### src/rtl/risc_pkg.sv
// Shared opcode and CCR flag-index constants for the 16-bit RISC execute stage.
package risc_pkg;

    localparam int unsigned OP_JZ   = 14;
    localparam int unsigned OP_JN   = 15;
    localparam int unsigned OP_JC   = 16;
    localparam int unsigned OP_JMP  = 17;
    localparam int unsigned OP_SETC = 18;
    localparam int unsigned OP_CLRC = 19;

    localparam int unsigned Z_IDX = 0;
    localparam int unsigned N_IDX = 1;
    localparam int unsigned C_IDX = 2;

    function automatic logic isJumpOp(input int unsigned op);
        return (op == OP_JZ) || (op == OP_JN) || (op == OP_JC) || (op == OP_JMP);
    endfunction

endpackage

### src/rtl/jump_cond_eval.sv
// Combinational branch condition evaluation: decides whether a jump opcode
// is taken against the committed CCR and names the flag it consumes.
module jump_cond_eval
    import risc_pkg::*;
#(
    parameter int unsigned CCR_W = 3,
    parameter int unsigned OP_W  = 5
) (
    input  logic [OP_W-1:0]  alu_op,
    input  logic [CCR_W-1:0] ccr,
    output logic             take,
    output logic [CCR_W-1:0] clrMask
);

    always_comb begin
        take    = 1'b0;
        clrMask = '0;
        case (alu_op)
            OP_W'(OP_JZ): begin
                take           = ccr[Z_IDX];
                clrMask[Z_IDX] = 1'b1;
            end
            OP_W'(OP_JN): begin
                take           = ccr[N_IDX];
                clrMask[N_IDX] = 1'b1;
            end
            OP_W'(OP_JC): begin
                take           = ccr[C_IDX];
                clrMask[C_IDX] = 1'b1;
            end
            OP_W'(OP_JMP): take = 1'b1;
            default: ;
        endcase
    end

endmodule

### src/rtl/ccr_branch_unit.sv
// Execute-stage condition-code register, jump resolver with a one-cycle
// registered redirect, and a single-level CCR shadow for interrupt/RTI.
module ccr_branch_unit
    import risc_pkg::*;
#(
    parameter int unsigned CCR_W = 3,
    parameter int unsigned OP_W  = 5,
    parameter int unsigned PC_W  = 16
) (
    input  logic             clk,
    input  logic             rst,
    input  logic             valid_in,
    input  logic             stall,
    input  logic             flush,
    input  logic [OP_W-1:0]  alu_op,
    input  logic [CCR_W-1:0] alu_flags,
    input  logic [CCR_W-1:0] flag_we,
    input  logic [PC_W-1:0]  jump_target,
    input  logic             int_save,
    input  logic             rti_restore,
    output logic [CCR_W-1:0] ccr,
    output logic             jump_taken,
    output logic [PC_W-1:0]  jump_pc,
    output logic             nest_err
);

    logic [CCR_W-1:0] shadow;
    logic             shadowValid;
    logic             accepted;
    logic             isJump;
    logic             take;
    logic [CCR_W-1:0] clrMask;
    logic [CCR_W-1:0] instrCcr;
    logic             redirect;
    logic             doSave;
    logic             doRestore;

    jump_cond_eval #(
        .CCR_W (CCR_W),
        .OP_W  (OP_W)
    ) u_jump_cond_eval (
        .alu_op  (alu_op),
        .ccr     (ccr),
        .take    (take),
        .clrMask (clrMask)
    );

    // The jump_taken term squashes the wrong-path instruction behind a redirect.
    assign accepted  = valid_in & ~stall & ~flush & ~jump_taken;
    assign isJump    = isJumpOp(32'(alu_op));
    assign redirect  = accepted & take;
    assign doRestore = ~stall & rti_restore;
    assign doSave    = ~stall & int_save & ~rti_restore;

    // CCR as updated by the EX instruction alone, before any RTI override.
    always_comb begin
        instrCcr = ccr;
        if (accepted) begin
            if (isJump) begin
                if (take) begin
                    instrCcr = ccr & ~clrMask;
                end
            end else if (alu_op == OP_W'(OP_SETC)) begin
                instrCcr[C_IDX] = 1'b1;
            end else if (alu_op == OP_W'(OP_CLRC)) begin
                instrCcr[C_IDX] = 1'b0;
            end else begin
                instrCcr = (flag_we & alu_flags) | (~flag_we & ccr);
            end
        end
    end

    always_ff @(posedge clk or posedge rst) begin
        if (rst) begin
            ccr <= '0;
        end else if (doRestore) begin
            ccr <= shadow;
        end else begin
            ccr <= instrCcr;
        end
    end

    // Shadow snapshots the next-state CCR; a save over an occupied shadow is a nesting error.
    always_ff @(posedge clk or posedge rst) begin
        if (rst) begin
            shadow      <= '0;
            shadowValid <= 1'b0;
            nest_err    <= 1'b0;
        end else if (doRestore) begin
            shadowValid <= 1'b0;
        end else if (doSave) begin
            shadow      <= instrCcr;
            shadowValid <= 1'b1;
            if (shadowValid) begin
                nest_err <= 1'b1;
            end
        end
    end

    always_ff @(posedge clk or posedge rst) begin
        if (rst) begin
            jump_taken <= 1'b0;
            jump_pc    <= '0;
        end else begin
            jump_taken <= redirect;
            if (redirect) begin
                jump_pc <= jump_target;
            end
        end
    end

endmodule

### config.mk
export PLATFORM = sky130hd
export DESIGN_NAME = ccr_branch_unit
export DESIGN_NICKNAME = d
export VERILOG_FILES = /design/src/rtl/risc_pkg.sv /design/src/rtl/jump_cond_eval.sv /design/src/rtl/ccr_branch_unit.sv
export SDC_FILE = /design/constraint.sdc
export NUM_CORES = 1
export LEC_CHECK = 0
export CAP_MARGIN = 20
export CORE_MARGIN = 3
export CORE_UTILIZATION = 40
export DETAILED_ROUTE_END_ITERATION = 10
export PLACE_DENSITY = 0.86
export SYNTH_ARGS = -nofsm -noshare
export SYNTH_HDL_FRONTEND = slang
export SYNTH_SLANG_ARGS = --single-unit
### constraint.sdc
create_clock -name clk -period 2 [get_ports clk]
set_clock_uncertainty 0.2 [all_clocks]
set_input_delay 0.4 -clock clk [delete_from_list [all_inputs] [get_ports clk]]
set_output_delay 0.4 -clock clk [all_outputs]
set_load 0.01 [all_outputs]
==> qor.yml <==
placedCellCount: 183
place_congestion: 0.853
grt_pass1_vias: 1073
wl_per_cell_um: 15.9
cts_root_buf: "clkbuf_4"
power.leakage_nw: 0.892
cts_sinks: 25
cts-buffers-inserted: 3
final_cells: 191
dr_wl_met2_um: 1600
timing.fmax_mhz: 501
cts_buffer_depth: 2
io_pins: 55
port_buffers: 54
overflow: 0
coreArea_mm2: 0.00278
ys_types: 29
area_delta_synth_final_pct: 61.3
drt_pre_antenna_iters: 4
slew_headroom_pct: 79.6
cp.required_ns: 2.00
antenna_found_initial: 0
hpwlAfterDp_um: 2220
grt_pass1_wl_um: 4810
peakVddDrop_mv: 0.471
crit_path_max_fanout: 8
status: "finished clean"
row_count: 19
wl_met1_um: 1140
syn_inst: 91
criticalPathCategory: "in2reg"
worst_pin_slew_ns: 0.303
yosysSeqAreaShare_pct: 53.0
rsz0062_at_grt: "no"
final_cell_mix: "50 x clkdlybuf4s50_1, 25 x dfrtp_1, 10 x buf_4"
worst_setup_path_start_kind: "input pin"
first_iter_violations: 49
drc: 0
die_w_um: 60.3
layout.nets: 195
clkLatencyLatePin_ns: 0.30
start_util_pct: 42.5
detail-route-antenna-nets: 0
mappedNetlistArea_mm2: 0.00118
postCtsHoldBufs: 0
whs_ns: 0.227
finalWirelength_um: 3030
finalSetupViolCount: 0
finalCriticalPeriod_ns: 1.99
grt_max_degree: 26
finalHoldViolations: 0
fin_util_pct: 68.5
layout_commonest_cell: "clkdlybuf4s50_1"
n_antenna_cell: 0
slew_violations: 0
end_kind: "register"
clkTransAtPathRegs_ns: 0.12
syn-mean-instance-area_um2: 13.0
wl_met3_um: 261
p_total_w: 0.00138
hp-class: "in2async"
viasPerCell: 5.21
die_h_um: 60.3
groute.usage.overall_pct: 17.9
htreeDepth: 1
drv_cap: 0
cts_tree: "yes"
yosysWarningCount: 0
top_layer_used: "met4"
cp.arrival_ns: 2.00
synth-seq-cells: 25
die_area_mm2: 0.00364
vias: 996
synth.net_count: 125
fin_crit_sh_pct: 99.7
power_density_mw_per_mm2: 725
layout-drive-gt1-share_pct: 24.4
-- report_power, final --
group,internal [W],switching [W],leakage (nW),total [W]
combinational,0.000326,0.000178,0.567,0.000504
clock,0.0000745,0.000132,0.0177,0.000206
sequential,0.000607,0.0000644,0.307,0.000672
total,0.00101,0.000375,0.892,0.00138
-- cell families after synthesis --
logic type | share of synthesized area (%)
multiplexers | 20.7
flip-flops | 53.0
AO/OA/AOI/OAI | 10.3
buffers and inverters | 2.86
AND/OR/NAND/NOR | 13.2
-- routing by layer --
metal / up-vias / global-route usage, %
met1: 466 / 21.4
met2: 53 / 31.5
met5: - / 0
met4: 0 / 6.01
met3: 6 / 4.26
li1: 471 / -
-- sequential cells by signal, indices dropped and copies added (netlist names) --
register and cells:
jump_taken 1, shadow 3, ccr 3, shadowValid 1
jump_pc 16, nest_err 1
-- critical path, stage by stage --
cell             delay (ns)
clkdlybuf4s50_1        0.55
mux2i_2                0.30
o22ai_4                0.11
buf_12                 0.15
nand2_4                0.13
mux2_2                 0.35
-- timing repair --
item,in CTS,in global routing
gates cloned,2,0
buffers inserted,2,0
pin swaps,1,0
endpoints found under the setup margin,18,7
resized for setup,6,1
-- per-stage QoR --
stage               instance area [um2]  TNS, ns  setup slack, ns
floorplan                          1190        0           0.0222
global placement                   1820    -8.09           -0.402
detailed placement                 1820    -9.21           -0.456
CTS                                1900        0          0.00640
global route                       1910        0          0.00945
finish                             1910        0          0.00537
-- Yosys cell counts (all sizes together) --
master  number  share of area, %
dfrtp       25                53
mux2        16                18
nor2         8               2.5
inv          5               1.6
a31oi        4               2.1
mux2i        3               2.5
nand2        3               1.6
nor2b        3               1.6
o211ai       3               1.9
a21oi        2              0.85
nand2b       2               1.1
o21ai        2              0.85
a21o         1              0.64
a221oi       1              0.74
a22oi        1              0.64
and2         1              0.53
and4         1              0.74
buf          1              0.95
clkbuf       1              0.32
nand4        1              0.53
nand4b       1              0.74
nor4b        1               2.0
o211a        1              0.85
o21a         1              0.64
o22ai        1               1.1
or3b         1              0.74
or4b         1               1.2
-- final timing paths --
check                                start           to  slack, ns  cells past startpoint
worst max-delay path             alu_op[0]   jump_pc[8]      0.005                      6
worst min-delay path                   rst  jump_pc[11]       0.23                      3
worst max register to register  jump_taken    shadow[1]       0.29                      5
worst min register to register    nest_err     nest_err       0.28                      1
max in group asynchronous              rst    shadow[1]       1.14                      3
min in group clk                  nest_err     nest_err       0.28                      1
-- area by class of cell --
type	count	area, um2
fillers	215	876
multi-input cells	61	564
repair buffers	65	631
well taps	31	38.8
clock buffers	3	22.5
flip-flops and latches	25	626
clock inverters	1	5.00
inverters	5	18.8
(Power assumes the default switching activity.)
